### src/rtl/if_fetch.sv
`default_nettype none
// ============================================================================
// Module      : if_fetch
// Description : Instruction-fetch stage. Issues four consecutive byte reads
//               to the memory controller, assembles them little-endian into
//               a 32-bit instruction and hands it to ID via valid/stall.
//               Yields the RAM port to MEM, honours redirects at any time and
//               freezes completely while rdy is low.
// Revision    : 1.0 - initial release
// ============================================================================
module if_fetch #(
  parameter logic [31:0] START_PC = 32'h0
) (
  input  logic        clk,
  input  logic        rst,
  input  logic        rdy,
  output logic [31:0] addr_to_memctrl,
  input  logic [7:0]  data_from_memctrl,
  input  logic        mem_busy,
  input  logic        jump_en,
  input  logic [31:0] jump_addr,
  input  logic        stall_from_id,
  output logic        if_valid,
  output logic [31:0] if_pc,
  output logic [31:0] if_inst
);

  localparam logic [0:0] c_FETCH = 1'b0;
  localparam logic [0:0] c_HOLD  = 1'b1;

  logic [31:0] r_pc;
  logic [2:0]  r_issue_cnt;
  logic [2:0]  r_recv_cnt;
  logic        r_pending;
  logic [23:0] r_byte_buf;
  logic [0:0]  r_state;
  logic        r_if_valid;
  logic [31:0] r_if_pc;
  logic [31:0] r_if_inst;

  logic        w_issuing;
  logic        w_grant;
  logic        w_last_byte;
  logic        w_consume;

  // Still has byte addresses left to put on the port for this instruction.
  assign w_issuing   = (r_state == c_FETCH) && (r_issue_cnt < 3'd4);
  // The controller accepts our address only when MEM is not using the port.
  assign w_grant     = w_issuing && !mem_busy;
  // The byte arriving now completes the instruction.
  assign w_last_byte = (r_state == c_FETCH) && r_pending && (r_recv_cnt == 3'd3);
  // ID takes the held instruction this cycle.
  assign w_consume   = (r_state == c_HOLD) && !stall_from_id;

  // Byte address: next byte of the current instruction, else the PC itself.
  always_comb begin
    addr_to_memctrl = r_pc;
    if (rst) begin
      addr_to_memctrl = START_PC;
    end else if (w_issuing) begin
      addr_to_memctrl = r_pc + {29'b0, r_issue_cnt};
    end
  end

  // Fetch control: PC, issue/receive counters, outstanding-byte flag and FSM.
  always_ff @(posedge clk) begin
    if (rst) begin
      r_pc        <= START_PC;
      r_issue_cnt <= 3'd0;
      r_recv_cnt  <= 3'd0;
      r_pending   <= 1'b0;
      r_state     <= c_FETCH;
    end else if (rdy) begin
      if (jump_en) begin
        r_pc        <= jump_addr;
        r_issue_cnt <= 3'd0;
        r_recv_cnt  <= 3'd0;
        r_pending   <= 1'b0;
        r_state     <= c_FETCH;
      end else begin
        case (r_state)
          c_FETCH: begin
            r_pending <= w_grant;
            if (w_grant) begin
              r_issue_cnt <= r_issue_cnt + 3'd1;
            end
            if (r_pending) begin
              r_recv_cnt <= r_recv_cnt + 3'd1;
            end
            if (w_last_byte) begin
              r_state <= c_HOLD;
            end
          end
          c_HOLD: begin
            r_pending <= 1'b0;
            if (w_consume) begin
              r_pc        <= r_pc + 32'd4;
              r_issue_cnt <= 3'd0;
              r_recv_cnt  <= 3'd0;
              r_state     <= c_FETCH;
            end
          end
          default: begin
            r_state <= c_FETCH;
          end
        endcase
      end
    end
  end

  // Capture the first three returned bytes into their little-endian lanes.
  always_ff @(posedge clk) begin
    if (rst) begin
      r_byte_buf <= 24'h0;
    end else if (rdy && !jump_en && (r_state == c_FETCH) && r_pending) begin
      case (r_recv_cnt)
        3'd0:    r_byte_buf[7:0]   <= data_from_memctrl;
        3'd1:    r_byte_buf[15:8]  <= data_from_memctrl;
        3'd2:    r_byte_buf[23:16] <= data_from_memctrl;
        default: r_byte_buf        <= r_byte_buf;
      endcase
    end
  end

  // IF/ID boundary registers: load on the fourth byte, drop on consume/jump.
  always_ff @(posedge clk) begin
    if (rst) begin
      r_if_valid <= 1'b0;
      r_if_pc    <= 32'h0;
      r_if_inst  <= 32'h0;
    end else if (rdy) begin
      if (jump_en) begin
        r_if_valid <= 1'b0;
      end else if (w_last_byte) begin
        r_if_valid <= 1'b1;
        r_if_pc    <= r_pc;
        r_if_inst  <= {data_from_memctrl, r_byte_buf};
      end else if (w_consume) begin
        r_if_valid <= 1'b0;
      end
    end
  end

  assign if_valid = r_if_valid;
  assign if_pc    = r_if_pc;
  assign if_inst  = r_if_inst;

endmodule
`default_nettype wire

### config.mk
export PLATFORM = sky130hd
export DESIGN_NAME = if_fetch
export DESIGN_NICKNAME = d
export VERILOG_FILES = /design/src/rtl/if_fetch.sv
export SDC_FILE = /design/constraint.sdc
export NUM_CORES = 1
export LEC_CHECK = 0
export ABC_AREA = 1
export CORE_MARGIN = 2
export CORE_UTILIZATION = 30
export DETAILED_ROUTE_END_ITERATION = 7
export MAX_ROUTING_LAYER = met4
export SETUP_SLACK_MARGIN = 0.2
export SLEW_MARGIN = 25
export SYNTH_ARGS = -nofsm -noshare
export SYNTH_HDL_FRONTEND = slang
export SYNTH_SLANG_ARGS = --single-unit
### constraint.sdc
create_clock -name clk -period 1.7 [get_ports clk]
set_input_delay 0.17 -clock clk [delete_from_list [all_inputs] [get_ports clk]]
set_output_delay 0.17 -clock clk [all_outputs]
set_load 0.1 [all_outputs]
Word-level counts from Yosys, hierarchy flattened
Index checks and enable logic that the tools add are counted.
- bits in read-only memories: 0
- bits in latches: 0
- memories: 0
- RAM bits: 0
- register bits after elaboration: 129
- bits of input ports: 46
- output and inout bits: 97
- logic and storage cells: 68
- divide/modulo/power cells: 0
- bitwise logic cells: 2
- $add $sub $neg: 4
- shifts and indexed selects: 0
- equality and inequality tests: 6
- multiply operators: 0
- mux-type cells: 21
- $lt $le $gt $ge: 1
- reductions and logical operators: 23
- operator list (cell ; number):
    32-bit 2-to-1 mux ; 5
    32-bit by 3-bit adder with 32-bit output ; 1
    32-bit by 3-bit adder with 32-bit output (second input constant) ; 1
    3-bit 2-to-1 mux ; 5
    3-bit one-hot mux with 2 select lines ; 2
    3-bit AND reduction ; 4
    1-bit logical AND ; 8
    2-bit AND reduction ; 4
    1-bit 2-to-1 mux ; 7
    3-bit by 1-bit adder with 3-bit output (second input constant) ; 2
    3-bit by 2-bit == test with 1-bit output (second input constant) ; 2
    3-bit inequality test (second input constant) ; 2
    1-bit one-hot mux with 2 select lines ; 2
    2-bit nonzero test ; 2
    3-bit by 1-bit == test with 1-bit output (second input constant) ; 1
    1-bit zero test ; 3
    3-bit zero test ; 1
    3-bit less-than comparator (second input constant) ; 1
    3-bit by 2-bit inequality test with 1-bit output (second input constant) ; 1
    3-bit nonzero test ; 1
    1-bit NOT ; 2

Depth between registers and ports, before layout
- depth in word-level cells: 6
- gate-level depth with buffers: 11
- mapped depth without buffers: 11

Least setup slack after synthesis
OpenSTA, ideal clock, no wires.
- kind: register to output
- start: register r_pc[0]
- end: output addr_to_memctrl[2]
- data required time: 1.530 ns
- path slack: -1.727 ns
- cell stages (with the launch flop): 6
- path buffers: 0
- arrival: 3.257 ns
- cells stage by stage: dfxtp_1 ha_1 fa_1 nand2_1 a21oi_1 a211oi_1
- word-level cells in the longest chain between the ends: 3
- ends and longest elaborated chain (item ; line ; text):
    start: declaration ; 31 ; logic [31:0] r_pc;
    start signal: assignment ; 75 ; r_pc <= jump_addr;
    start signal: assignment ; 97 ; r_pc <= r_pc + 32'd4;
    32-bit by 3-bit adder with 32-bit output ; 61 ; addr_to_memctrl = r_pc + {29'b0, r_issue_cnt};
    32-bit 2-to-1 mux ; 60 ; end else if (w_issuing) begin
    32-bit 2-to-1 mux ; 58 ; if (rst) begin
    end: declaration ; 17 ; output logic [31:0] addr_to_memctrl,
Every way passes these cells.

Final worst setup path
- start: register r_issue_cnt[0]
- end: output addr_to_memctrl[20]
- word-level cells in the longest chain between the ends: 4
- elaborated cells between the ends (all ways): 5
- those cells by class: 1 x add/sub; 1 x order compare; 2 x mux; 1 x reduce/logical
- ends and longest elaborated chain (item ; line ; text):
    start: declaration ; 32 ; logic [2:0] r_issue_cnt;
    start signal: assignment ; 85 ; r_issue_cnt <= r_issue_cnt + 3'd1;
    parallel branches: the longest is 2 deep, another holds 32-bit by 3-bit adder with 32-bit output ; n/a ;
    32-bit 2-to-1 mux (*) ; 60 ;
    32-bit 2-to-1 mux (*) ; 58 ;
Every way passes the cells marked *.

==> out/metrics.sh <==
SHARE_SEQ_OF_TOTAL_POWER=0.400
FIRST_GLOBAL_VIAS=7208
GP_ROUTABILITY_CONGESTION=0.925
SYNTH-XOR-AREA-SHARE=0.00528
SYN2LAYOUT_AREA_GROWTH_PCT=91.1
YS_SEQ_AREA_FRAC=0.389
MAPPEDNETLISTNETS=1054
SYNTH.AVG_CELL_AREA_SQ_UM=6.66
DRIVE_ABOVE_1_SHARE=0.494
TOP_LEVEL_PORTS=143
EDFF_COUNT_SYNTH=0
NUMPLACEDINSTANCES=1493
POST_SYNTH_NUM_CELL_TYPES=38
YOSYS_WARNINGS=0
TRITONCTS='yes'
POST_SYNTH_MUX_AREA_SHARE=0
CLK-INSERTION-DELAY-LATE_NS=0.43
FINALSETUPVIOLATIONS=34
SYN_INST=997
FINAL_NET_COUNT=1349
ROUTE.DETAILED.WL_PER_INST_UM=16.6
DR.PASS1.ITERS=5
FINAL_HOLD_VIOLATION_COUNT=0
CRITPATHARRIVALTIME_NS=2.34
WORST-SLEW-PIN-TRANSITION_NS=0.575
GRT.TOTAL_USAGE=0.211
WORST_CLOCK_SKEW_NS=0.00909
VDD_DROP_MAX_mV=0.522
CTS-BUFFERS-INSERTED=17
SYNTH-COMPOUND-AREA-SHARE=0.168
RSZ0062_AT_GRT='true'
GLOBAL_ROUTE.OVERFLOW_TOTAL=0
IO_BUFFERS=142
POST_ROUTE_NON_FILLER_STANDARD_CELL_COUNT=1585
CTS_ROOT_BUFFER='sky130_fd_sc_hd__clkbuf_16'
SYNTHFLOPTYPE='sky130_fd_sc_hd__dfxtp_1'
MAX_CAP_VIOLATIONS=0
CRIT_PATH_END_KIND='output port'
POSTROUTEANTENNANETS=0
SETUP_SLACK_NS=-0.812
POWER_DENSITY_mW_PER_MM2=611
FINALMAXSLEWVIOLATIONS=0
HOLD_CLASS='primary input to register'
CORE_AREA_SQ_MM=0.0218
P_LEAK_nW=4.88
PLACEMENT_STAGE_CELL_AREA_SQ_MM=0.0101
CTS-ROOT-TO-SINK-BUFFERS=2
VIOLATIONS='negative setup slack'
CTS.REPORTEDPATHS.CLKPINSLEW_NS=0.07
DETAIL_ROUTE.VIAS_PER_CELL=4.93
ROUTED-VIA-COUNT=7820
POWER.SHARE.COMBINATIONAL=0.135
CP.REQUIRED_NS=1.53
GRT_MAX_DEGREE=58
DRT_WL_TOTAL_UM=26300
MAX_CLOCK_FREQ_MHz=398
FINAL_HPWL_FROM_DETAILED_PLACEMENT_UM=16900
SYNTH_TOP_FAMILY_BY_AREA='simple AND/OR/NAND/NOR gates'
SLEW_HEADROOM=0.617
POST_SYNTH_AND_OR_NAND_NOR_AREA_FRACTION=0.345
SWITCHING_SHARE=0.299
CTS.SINKS=129
ANTENNA_FOUND_INITIAL=0
DETAILEDROUTE.FIRSTITERATIONVIOLATIONS=393
PERIOD_NEEDED_NS=2.51
DRC=0
FLOORPLAN.ROWS=54
CTSHTREEMAXLEVEL=4
TIMING.HOLD.WS_NS=0.235
CHIPWIDTH_UM=153
GLOBAL_ROUTE_WIRE_LENGTH_BEFORE_REPAIR_UM=37900
DIEHEIGHT_UM=153
SETUP.WORST_PATH.START_CLASS='register'
CTSHOLDBUFFERS=0
YOSYS.AREA_SHARE.ADDER=0.0219
LAYOUT_WORST_PATH_CYCLE_SHARE=1.48
ANTENNA_CELLS=0
FLOORPLAN.INITIALDENSITY=0.305
SHARE_OF_TOTAL_POWER_IN_THE_CLOCK_NETWORK=0.464
FIN_AREA_SQ_MM=0.0127
SYNTH.CELL_AREA_SQ_MM=0.00664
FLOORPLAN.DIE_AREA_SQ_MM=0.0233
NET-SWITCHING-POWER_W=0.00232
YS_ASYNC_SR_FRACTION=0
RUN_STATUS='finished, violations left'
INTERNAL-POWER_W=0.00543
WORST-PATH-MAX-FANOUT=4
CRITICAL_PATH_CLASS='register to output port'
YS_FF_LATCH=129
kinds of logic after synthesis:
family | Yosys count
simple gates | 525
compound gates | 217
flops | 129
buf+inv | 111
xor+xnor | 4
fa+ha+maj | 11
synth_stat cells, drive strengths merged (3+ instances only):
cell / number / area, sq um
nor3: 7 / 45.0
nand4: 7 / 43.8
buf: 22 / 134
dfxtp: 129 / 2580
a21oi: 78 / 394
o31ai: 3 / 22.5
clkbuf: 24 / 90.1
nor2: 256 / 1080
or2: 4 / 25.0
a211oi: 4 / 30.0
o21ai: 127 / 636
nand2: 187 / 732
nand3: 59 / 325
ha: 10 / 125
inv: 64 / 240
critical path, stage by stage, from the launching register on:
cell and delay [ns]:
sky130_fd_sc_hd__dfxtp_2 0.36, sky130_fd_sc_hd__ha_4 0.14, sky130_fd_sc_hd__fa_2 0.22, sky130_fd_sc_hd__nand2_4 0.07
sky130_fd_sc_hd__a21oi_4 0.16, sky130_fd_sc_hd__nand4_1 0.20, sky130_fd_sc_hd__nor2_4 0.22, sky130_fd_sc_hd__nand3_2 0.11
sky130_fd_sc_hd__nand2_2 0.07, sky130_fd_sc_hd__nand2_2 0.06, sky130_fd_sc_hd__nor2_4 0.12, sky130_fd_sc_hd__buf_12 0.18
state kept, by name (all words and copies together), names as in the netlist:
name and flops:
if_pc 32, r_byte_buf 24, r_pending 1, if_valid 1
r_pc 32, r_recv_cnt 3, r_state 1, r_issue_cnt 3
if_inst 32
cell type report:
class | instances | area [sq um]
clock inverter | 15 | 145
timing repair buffer | 320 | 3790
inverter | 65 | 279
clock buffer | 17 | 425
multi-input combinational | 759 | 5060
sequential | 129 | 2650
tap | 280 | 350
fill | 1875 | 9060
final timing paths:
check	startpoint	endpoint	slack (ns)	depth (start not counted)
worst max-delay path	r_issue_cnt[0]	addr_to_memctrl[20]	-0.81	11
worst min-delay path	rdy	r_pending	0.23	4
worst max register to register	r_issue_cnt[2]	r_issue_cnt[0]	-0.06	11
worst min register to register	if_inst[12]	if_inst[12]	0.47	2
through the flow:
step	TNS, ns	util	power [W]	setup WS [ns]
6_report	-22.15	0.583	0.00775	-0.812
4_1_cts	-20.71	0.525	0.00770	-0.781
3_5_place_dp	-20.48	0.463	0.00408	-0.473
2_1_floorplan	-9.74	-	0.00366	-0.508
3_3_place_gp	-18.60	0.463	0.00407	-0.426
5_1_grt	-26.12	0.583	0.00800	-0.933
metal layers:
layer | up-vias | track usage | share of wire
met5 | - | - | 0
met4 | 0 | 0.0644 | 0.024
met3 | 41 | 0.0319 | 0.046
met2 | 214 | 0.335 | 0.49
met1 | 3707 | 0.277 | 0.44
li1 | 3858 | - | -
power groups by stage:
stage	clock network (W)	registers [W]	logic, W
global route	0.00378	0.00311	0.00112
global placement	0	0.00317	0.000904
floorplan	0	0.00317	0.000481
CTS	0.00363	0.00311	0.000964
finish	0.00360	0.00310	0.00105
detailed placement	0	0.00317	0.000910
layout by cell type (no fill, tap or decap), types with 3 or more instances in the layout:
master | synthesis | final
sky130_fd_sc_hd__a21oi_4 | 0 | 13
sky130_fd_sc_hd__inv_8 | 0 | 5
sky130_fd_sc_hd__a21oi_1 | 77 | 33
sky130_fd_sc_hd__nor2_4 | 10 | 79
sky130_fd_sc_hd__o21ai_4 | 0 | 7
sky130_fd_sc_hd__o21ai_0 | 123 | 38
sky130_fd_sc_hd__clkdlybuf4s50_1 | 0 | 42
sky130_fd_sc_hd__clkinvlp_4 | 0 | 4
sky130_fd_sc_hd__clkbuf_16 | 0 | 23
sky130_fd_sc_hd__buf_8 | 0 | 3
sky130_fd_sc_hd__buf_12 | 0 | 75
sky130_fd_sc_hd__inv_6 | 0 | 5
sky130_fd_sc_hd__dfxtp_1 | 129 | 99
sky130_fd_sc_hd__or2_2 | 3 | 3
sky130_fd_sc_hd__clkinv_4 | 0 | 3
sky130_fd_sc_hd__buf_6 | 1 | 28
sky130_fd_sc_hd__dfxtp_2 | 0 | 20
sky130_fd_sc_hd__buf_4 | 7 | 158
sky130_fd_sc_hd__nand3_4 | 0 | 9
sky130_fd_sc_hd__nand4_1 | 7 | 7
sky130_fd_sc_hd__nand3_1 | 53 | 37
sky130_fd_sc_hd__o21ai_2 | 0 | 40
sky130_fd_sc_hd__a211oi_2 | 0 | 3
sky130_fd_sc_hd__nor2_1 | 227 | 160
sky130_fd_sc_hd__buf_16 | 0 | 5
sky130_fd_sc_hd__nand3_2 | 6 | 15
sky130_fd_sc_hd__a21oi_2 | 1 | 32
sky130_fd_sc_hd__o21ai_1 | 4 | 42
sky130_fd_sc_hd__inv_2 | 4 | 13
sky130_fd_sc_hd__nand2_4 | 1 | 11
sky130_fd_sc_hd__nor2_2 | 19 | 17
sky130_fd_sc_hd__ha_4 | 0 | 5
sky130_fd_sc_hd__dfxtp_4 | 0 | 10
sky130_fd_sc_hd__nand2_2 | 9 | 41
sky130_fd_sc_hd__nor3_1 | 5 | 3
sky130_fd_sc_hd__nand2_1 | 177 | 135
sky130_fd_sc_hd__ha_1 | 10 | 5
sky130_fd_sc_hd__inv_1 | 60 | 45
timing repair:
action                     in CTS  in global routing
setup endpoints to repair     119                154
gates resized for setup       147                297
setup buffers                  26                 19
pin swaps                      22                 93
gates cloned                    5                 10
(Power assumes the default switching activity.)
